### src/rtl/note_player_pkg.sv
// Shared definitions for the note sequencing front end: default widths,
// musical constants and the player state encoding.
package note_player_pkg;

  localparam int DEF_SAMPLE_WIDTH = 16;
  localparam int DEF_DUR_WIDTH    = 6;
  localparam int DEF_NOTE_WIDTH   = 6;

  localparam int REST_NOTE        = 0;
  localparam int BEATS_PER_SECOND = 48;

  typedef enum logic [1:0] {
    IDLE  = 2'd0,
    FETCH = 2'd1,
    WAIT  = 2'd2,
    REST  = 2'd3
  } state_t;

endpackage

### src/rtl/note_player_if.sv
// Sample path between the note player, the upstream wave generator and the
// downstream dynamics block. The note player is the master side.
interface note_player_if
  import note_player_pkg::*;
#(
  parameter int SAMPLE_WIDTH = DEF_SAMPLE_WIDTH,
  parameter int NOTE_WIDTH   = DEF_NOTE_WIDTH,
  parameter int DUR_WIDTH    = DEF_DUR_WIDTH
);
  logic                           src_req;
  logic [NOTE_WIDTH-1:0]          src_note;
  logic signed [SAMPLE_WIDTH-1:0] src_sample;
  logic                           src_valid;
  logic [DUR_WIDTH-1:0]           note_duration;
  logic signed [SAMPLE_WIDTH-1:0] sample_start;
  logic                           new_sample_ready;

  modport master (
    output src_req, src_note, note_duration, sample_start, new_sample_ready,
    input  src_sample, src_valid
  );

  modport slave (
    input  src_req, src_note, note_duration, sample_start, new_sample_ready,
    output src_sample, src_valid
  );
endinterface

### src/rtl/note_player_duration_counter.sv
// Loadable beat down-counter with a registered pulse when it reaches zero,
// either by counting down or by being loaded with zero.
module duration_counter #(
  parameter int WIDTH = 6
) (
  input  logic             clk,
  input  logic             reset,
  input  logic             load,
  input  logic [WIDTH-1:0] load_value,
  input  logic             enable,
  output logic             last_beat,
  output logic             zero_pulse
);
  logic [WIDTH-1:0] count;

  // Combinational look-ahead so the owner can leave its active state on the
  // same edge that the registered zero pulse is raised.
  assign last_beat = enable && !load && (count == WIDTH'(1));

  always_ff @(posedge clk) begin
    if (reset) begin
      count      <= '0;
      zero_pulse <= 1'b0;
    end else if (load) begin
      count      <= load_value;
      zero_pulse <= (load_value == '0);
    end else if (enable && (count != '0)) begin
      count      <= count - 1'b1;
      zero_pulse <= (count == WIDTH'(1));
    end else begin
      zero_pulse <= 1'b0;
    end
  end
endmodule

### src/rtl/note_player.sv
// Latches a note and its duration, fetches samples from the wave generator on
// codec request, presents them to dynamics and signals note expiry in beats.
module note_player
  import note_player_pkg::*;
#(
  parameter int SAMPLE_WIDTH = DEF_SAMPLE_WIDTH,
  parameter int DUR_WIDTH    = DEF_DUR_WIDTH,
  parameter int NOTE_WIDTH   = DEF_NOTE_WIDTH
) (
  input  logic                  clk,
  input  logic                  reset,
  input  logic                  play_enable,
  input  logic                  load_new_note,
  input  logic [NOTE_WIDTH-1:0] note_to_load,
  input  logic [DUR_WIDTH-1:0]  duration_to_load,
  input  logic                  beat,
  input  logic                  generate_next_sample,
  note_player_if.master         bus,
  output logic                  done_with_note,
  output logic                  busy
);
  state_t state;
  logic   req_pending;
  logic   last_beat;
  logic   count_enable;

  assign count_enable = beat && play_enable && (state != IDLE);

  duration_counter #(
    .WIDTH (DUR_WIDTH)
  ) u_duration_counter (
    .clk        (clk),
    .reset      (reset),
    .load       (load_new_note),
    .load_value (duration_to_load),
    .enable     (count_enable),
    .last_beat  (last_beat),
    .zero_pulse (done_with_note)
  );

  always_ff @(posedge clk) begin
    if (reset) begin
      state                <= IDLE;
      busy                 <= 1'b0;
      req_pending          <= 1'b0;
      bus.src_req          <= 1'b0;
      bus.src_note         <= '0;
      bus.note_duration    <= '0;
      bus.sample_start     <= '0;
      bus.new_sample_ready <= 1'b0;
    end else begin
      bus.src_req          <= 1'b0;
      bus.new_sample_ready <= 1'b0;
      if (load_new_note) begin
        bus.src_note      <= note_to_load;
        bus.note_duration <= duration_to_load;
        bus.sample_start  <= '0;
        req_pending       <= 1'b0;
        if (duration_to_load == '0) begin
          state <= IDLE;
          busy  <= 1'b0;
        end else if (note_to_load == NOTE_WIDTH'(REST_NOTE)) begin
          state <= REST;
          busy  <= 1'b1;
        end else begin
          state <= FETCH;
          busy  <= 1'b1;
          // A request that cannot go out now (paused, or one just issued for
          // a back-to-back load) is deferred so strobes never run together.
          if (play_enable && !bus.src_req) begin
            bus.src_req <= 1'b1;
          end else begin
            req_pending <= 1'b1;
          end
        end
      end else if (last_beat) begin
        state            <= IDLE;
        busy             <= 1'b0;
        bus.sample_start <= '0;
      end else if (play_enable) begin
        case (state)
          FETCH: begin
            if (req_pending) begin
              bus.src_req <= 1'b1;
              req_pending <= 1'b0;
            end
            if (bus.src_valid) begin
              bus.sample_start     <= bus.src_sample;
              bus.new_sample_ready <= 1'b1;
              state                <= WAIT;
            end
          end
          WAIT: begin
            if (generate_next_sample) begin
              bus.src_req <= 1'b1;
              state       <= FETCH;
            end
          end
          REST: begin
            if (generate_next_sample) begin
              bus.new_sample_ready <= 1'b1;
            end
          end
          default: ;
        endcase
      end
    end
  end
endmodule
### src/flat_wrapper.sv
// flat-port wrapper written by rule: the top's interface ports become plain ports
module note_player_flat import note_player_pkg::*;
#(
  parameter int SAMPLE_WIDTH = DEF_SAMPLE_WIDTH,
  parameter int DUR_WIDTH    = DEF_DUR_WIDTH,
  parameter int NOTE_WIDTH   = DEF_NOTE_WIDTH
)
  (clk, reset, play_enable, load_new_note, note_to_load, duration_to_load, beat, generate_next_sample, done_with_note, busy, bus_src_req, bus_src_note, bus_note_duration, bus_sample_start, bus_new_sample_ready, bus_src_sample, bus_src_valid);
  note_player_if #(.SAMPLE_WIDTH(SAMPLE_WIDTH), .NOTE_WIDTH(NOTE_WIDTH), .DUR_WIDTH(DUR_WIDTH)) bus_i ();
  input  logic clk;
  input  logic reset;
  input  logic play_enable;
  input  logic load_new_note;
  input  logic [NOTE_WIDTH-1:0] note_to_load;
  input  logic [DUR_WIDTH-1:0] duration_to_load;
  input  logic beat;
  input  logic generate_next_sample;
  output logic done_with_note;
  output logic busy;
  output wire logic [$bits(bus_i.src_req)-1:0] bus_src_req;
  output wire logic [$bits(bus_i.src_note)-1:0] bus_src_note;
  output wire logic [$bits(bus_i.note_duration)-1:0] bus_note_duration;
  output wire logic [$bits(bus_i.sample_start)-1:0] bus_sample_start;
  output wire logic [$bits(bus_i.new_sample_ready)-1:0] bus_new_sample_ready;
  input wire logic [$bits(bus_i.src_sample)-1:0] bus_src_sample;
  input wire logic [$bits(bus_i.src_valid)-1:0] bus_src_valid;
  assign bus_src_req = bus_i.src_req;
  assign bus_src_note = bus_i.src_note;
  assign bus_note_duration = bus_i.note_duration;
  assign bus_sample_start = bus_i.sample_start;
  assign bus_new_sample_ready = bus_i.new_sample_ready;
  assign bus_i.src_sample = bus_src_sample;
  assign bus_i.src_valid = bus_src_valid;
  note_player #(.SAMPLE_WIDTH(SAMPLE_WIDTH), .DUR_WIDTH(DUR_WIDTH), .NOTE_WIDTH(NOTE_WIDTH)) u_core (.clk(clk), .reset(reset), .play_enable(play_enable), .load_new_note(load_new_note), .note_to_load(note_to_load), .duration_to_load(duration_to_load), .beat(beat), .generate_next_sample(generate_next_sample), .bus(bus_i), .done_with_note(done_with_note), .busy(busy));
endmodule
### config.mk
export PLATFORM = sky130hd
export DESIGN_NAME = note_player_flat
export DESIGN_NICKNAME = d
export VERILOG_FILES = /design/src/rtl/note_player_pkg.sv /design/src/rtl/note_player_if.sv /design/src/rtl/note_player_duration_counter.sv /design/src/rtl/note_player.sv /design/src/flat_wrapper.sv
export SDC_FILE = /design/constraint.sdc
export NUM_CORES = 1
export LEC_CHECK = 0
export ABC_CLOCK_PERIOD_IN_PS = 2900
export BUFFER_PORTS_ARGS = -buffer_cell sky130_fd_sc_hd__buf_2
export CAP_MARGIN = 20
export CORE_MARGIN = 2
export CORE_UTILIZATION = 52
export DETAILED_ROUTE_END_ITERATION = 7
export PLACE_DENSITY = 0.85
export SYNTH_ARGS = -nofsm -noshare
export SYNTH_HDL_FRONTEND = slang
export SYNTH_SLANG_ARGS = --single-unit
### constraint.sdc
create_clock -name clk -period 2.9 [get_ports clk]
set_input_delay 0.435 -clock clk [delete_from_list [all_inputs] [get_ports clk]]
set_output_delay 0.435 -clock clk [all_outputs]
set_load 0.005 [all_outputs]
==> impl_summary.txt <==
----------------------------------------------------
[Global route]
  Pin count of the biggest net entering global routing ... 27
  GRT Residual Overflow ... 0
  Global-route usage over all layers ... 20.2%
  Number of global-route vias before repair ... 1453
  Antenna violations before repair ... 0
  Wire length of the first global-routing pass ... 6440 um

[Place]
  Final weighted congestion of routability-driven global placement ... 0.781
  Post-placement setup slack ... 1.01 ns
  Number of buffers added on ports ... 66
  Placed wire-length estimate ... 2820 um

[Clock tree]
  Cts bufs inserted ... 5
  Buffers from clock root to sink, at most ... 2
  Quantity of gates resized following cts ... 0
  CTS tree ... yes
  Post-CTS clock slew at the launch and capture registers of the worst setup and hold paths ... 0.10 ns
  Root buffer cell ... sky130_fd_sc_hd__clkbuf_4
  Max H-tree Level ... 2
  Source-to-sink clock delay at the later pin of the worst-skew pair ... around 0.34 ns
  Total clock sinks ... 41
  Hold_buf cts ... 0
  Number of buffers inserted to repair setup after CTS ... 0

[Final layout]
  Register area ... 821 um2
  Number of nets in the layout ... approximately 310
  Most common cell after layout, fill and taps aside ... sky130_fd_sc_hd__buf_2
  Area growth, synth to finish ... 21.9%
  Fillers ... 307
  Commonest cells after routing, fill and taps aside ... sky130_fd_sc_hd__buf_2, sky130_fd_sc_hd__dfxtp_1, sky130_fd_sc_hd__nand2_1
  Share of layout cells above drive strength 1 ... 29.7%
  Area taken by multi-input logic gates ... about 900 um2
  Number of diodes ... 0

[Power]
  Leakage ... 0.981 nW
  IR drop worst, VDD ... 0.361 mV
  Cell Pwr Density ... 467 nW/um2

[Yosys]
  Cell area after synthesis ... 1800 um2
  Post-Syn Nets ... roughly 250
  YS warnings ... 0
  Post-synth EDFFs ... 0
  Share of async-settable or async-resettable flops after synthesis ... 0%
  Primary FF master, synth ... sky130_fd_sc_hd__dfxtp_1
  Count of unique library cells instantiated by Yosys ... 39
  Share of the yosys chip area belonging to registers ... 45.7%
  Post-synthesis cell count ... 204
  Avg Synthesized Cell Area ... 8.81 um2
  Number of flip-flops and latches in the synthesized netlist ... 41

[Timing]
  Final setup viols ... 0
  Max Clock Skew ... 0.00401 ns
  Count of endpoints failing hold in the final timing report ... 0
  Relative slew slack ... about 58%
  Post-route fraction of the period consumed by the critical path ... 61.3%
  Total Neg Setup Slack ... 0 ns
  Setup repair after global routing missed its margin ... false
  Transition time at the pin with the least slew margin ... between 0.6 and 0.7 ns
  Number of slew-limit violations in the final report ... 0
  Final worst slack ... 1.12 ns
  Final min period ... 1.78 ns
  Highest clock rate ... roughly 560 MHz

[Route]
  Post-Route WL ... 3790 um
  DRT met1 WL ... 1700 um
  Number of remaining DRC errors ... 0
  Ratio of routed vias to standard cells ... between 5 and 6
  Detailed-route wire length per cell ... 12.1 um
  Initial DRT Pass Iterations ... 4
  Routed vias ... 1608
  Number of nets still failing antenna checks after routing ... 0
  Met3 wirelength from detailed routing ... 140 um
  Uppermost metal layer occupied by signal nets ... met4
  Wire length on met2 ... between 1500 and 2000 um
  Number of DRC violations after detailed-routing iteration 0 ... 51

[Floorplan]
  Floorplan core area ... 3340 um2
  Die outline height ... 62.8 um
  FP Rows ... 21
  Die area ... 3940 um2
  Initial core utilization ... 53.9%
  Top-Level Pins ... 67
  Horiz. Die Dim ... roughly 63 um

[Worst setup path]
  Critical path's top delay family ... simple AND/OR/NAND/NOR gates
  Worst EP arrival ... 1.98 ns
  Crit path launch type ... flip-flop
  Critical path required time ... roughly 3.1 ns
  Cell at the slowest stage of the critical path ... sky130_fd_sc_hd__nand2_1
  Critical path cell sequence ... inv_1, ha_1, and3b_1, nand3_1, nand2_1, o32ai_1
  WS Path Type ... flip-flop to flip-flop
  Kind of end point of the critical path ... flip-flop
  Crit path buf inv count ... 1
  Peak per-stage delay on the critical path ... 0.49 ns
  Crit Path Max Fanout ... 19

[Outcome]
  Run status ... completed

[Worst hold path]
  Path class of the lowest-slack min-delay path ... input port to flip-flop

[Run]
  Number of max-cap violations ... 0

----------------------------------------------------
==> path summary, 6_finish.rpt <==
kind	from	to	slack, ns	cells past startpoint
hold reg to reg	u_core.bus.sample_start[3]$_SDFFE_PP0P_	u_core.bus.sample_start[3]$_SDFFE_PP0P_	0.46	2
setup reg to reg	u_core.state[0]$_SDFFE_PP0P_	u_core.state[1]$_SDFFE_PP0P_	1.12	6
setup / recovery	u_core.state[0]$_SDFFE_PP0P_	u_core.state[1]$_SDFFE_PP0P_	1.12	6
hold / removal	bus_src_sample[13]	u_core.bus.sample_start[13]$_SDFFE_PP0P_	0.32	3
==> report_power, final <==
group / switching (mW) / leakage, nW / internal, mW / total, mW
combinational: 0.0770 / 0.614 / 0.0646 / 0.142
clock: 0.165 / 0.0314 / 0.115 / 0.279
sequential: 0.0172 / 0.335 / 0.585 / 0.602
==> cell usage after synthesis (2+ instances only) <==
cell | n | share of area (%)
sky130_fd_sc_hd__nor4_1 | 2 | 0.70
sky130_fd_sc_hd__a21oi_1 | 21 | 5.8
sky130_fd_sc_hd__ha_1 | 7 | 4.9
sky130_fd_sc_hd__clkbuf_1 | 6 | 1.3
sky130_fd_sc_hd__xnor2_1 | 2 | 0.97
sky130_fd_sc_hd__nor2_1 | 19 | 4.0
sky130_fd_sc_hd__nand4_1 | 2 | 0.70
sky130_fd_sc_hd__dfxtp_1 | 41 | 46
sky130_fd_sc_hd__nand2_1 | 38 | 7.9
sky130_fd_sc_hd__o32ai_1 | 2 | 0.97
sky130_fd_sc_hd__nand3_1 | 4 | 1.1
sky130_fd_sc_hd__inv_1 | 7 | 1.5
sky130_fd_sc_hd__or4_1 | 3 | 1.3
sky130_fd_sc_hd__nand2b_1 | 2 | 0.70
sky130_fd_sc_hd__buf_2 | 4 | 1.1
sky130_fd_sc_hd__and3_1 | 3 | 1.0
sky130_fd_sc_hd__a21boi_0 | 2 | 0.83
sky130_fd_sc_hd__nor3_1 | 3 | 0.83
sky130_fd_sc_hd__mux2i_1 | 13 | 7.2
sky130_fd_sc_hd__a211oi_1 | 4 | 1.7
==> cell families (layout without fill, tap and decap cells) <==
| family | after synthesis | count (layout) | synth area share (%) |
|---|---|---|---|
| DFF | 41 | 41 | 45.7 |
| xor gates and xnor gates | 2 | 2 | 0.974 |
| and+or+nand+nor | 84 | 84 | 22.8 |
| muxes | 13 | 13 | 7.24 |
| AOI/OAI and AO/OA | 39 | 39 | 14.2 |
| buffers and inverters | 18 | 80 | 4.25 |
| adders and majority gates | 7 | 7 | 4.87 |
==> metal layers <==
metal	vias to the layer above	GRT usage, %
met3	7	3.60
met1	737	25.9
met2	36	32.3
met5	-	0
li1	828	-
met4	0	10.6
==> worst register-to-register path, delay by kind of cell (launching register included) <==
| kind | cells | cell delay [ns] |
|---|---|---|
| buffers and inverters | 1 | 0.09 |
| AOI/OAI and AO/OA | 1 | 0.15 |
| and+or+nand+nor | 3 | 0.81 |
| DFF | 1 | 0.37 |
| adders and majority gates | 1 | 0.21 |
==> flip-flops by register name (all words and copies together) (netlist names) <==
signal                                flops
u_core.u_duration_counter.zero_pulse      1
u_core.u_duration_counter.count           6
u_core.bus.new_sample_ready               1
u_core.bus.sample_start                  16
u_core.req_pending                        1
u_core.bus.src_note                       6
u_core.bus.src_req                        1
u_core.bus.note_duration                  6
u_core.state                              2
u_core.busy                               1
==> cell type report <==
class	count	area share, %
clock buffers	7	2.51
inverters	7	1.20
multi-input cells	145	41.1
flip-flops and latches	41	37.5
well taps	46	2.63
repair buffers	66	15.1
==> through the flow <==
step | power [mW] | std cells | utilization (%) | instance area (um2) | hold slack (ns)
global placement | 0.754 | 305 | 64.0 | 2140 | 0.439
floorplan | 0.701 | 204 | - | 1800 | 0.446
detailed placement | 0.757 | 305 | 64.0 | 2140 | 0.446
global route | 1.07 | 312 | 65.7 | 2190 | 0.313
CTS | 1.03 | 312 | 65.7 | 2190 | 0.312
finish | 1.02 | 312 | 65.7 | 2190 | 0.322
No activity file was read; power rests on OpenSTA's default activity.
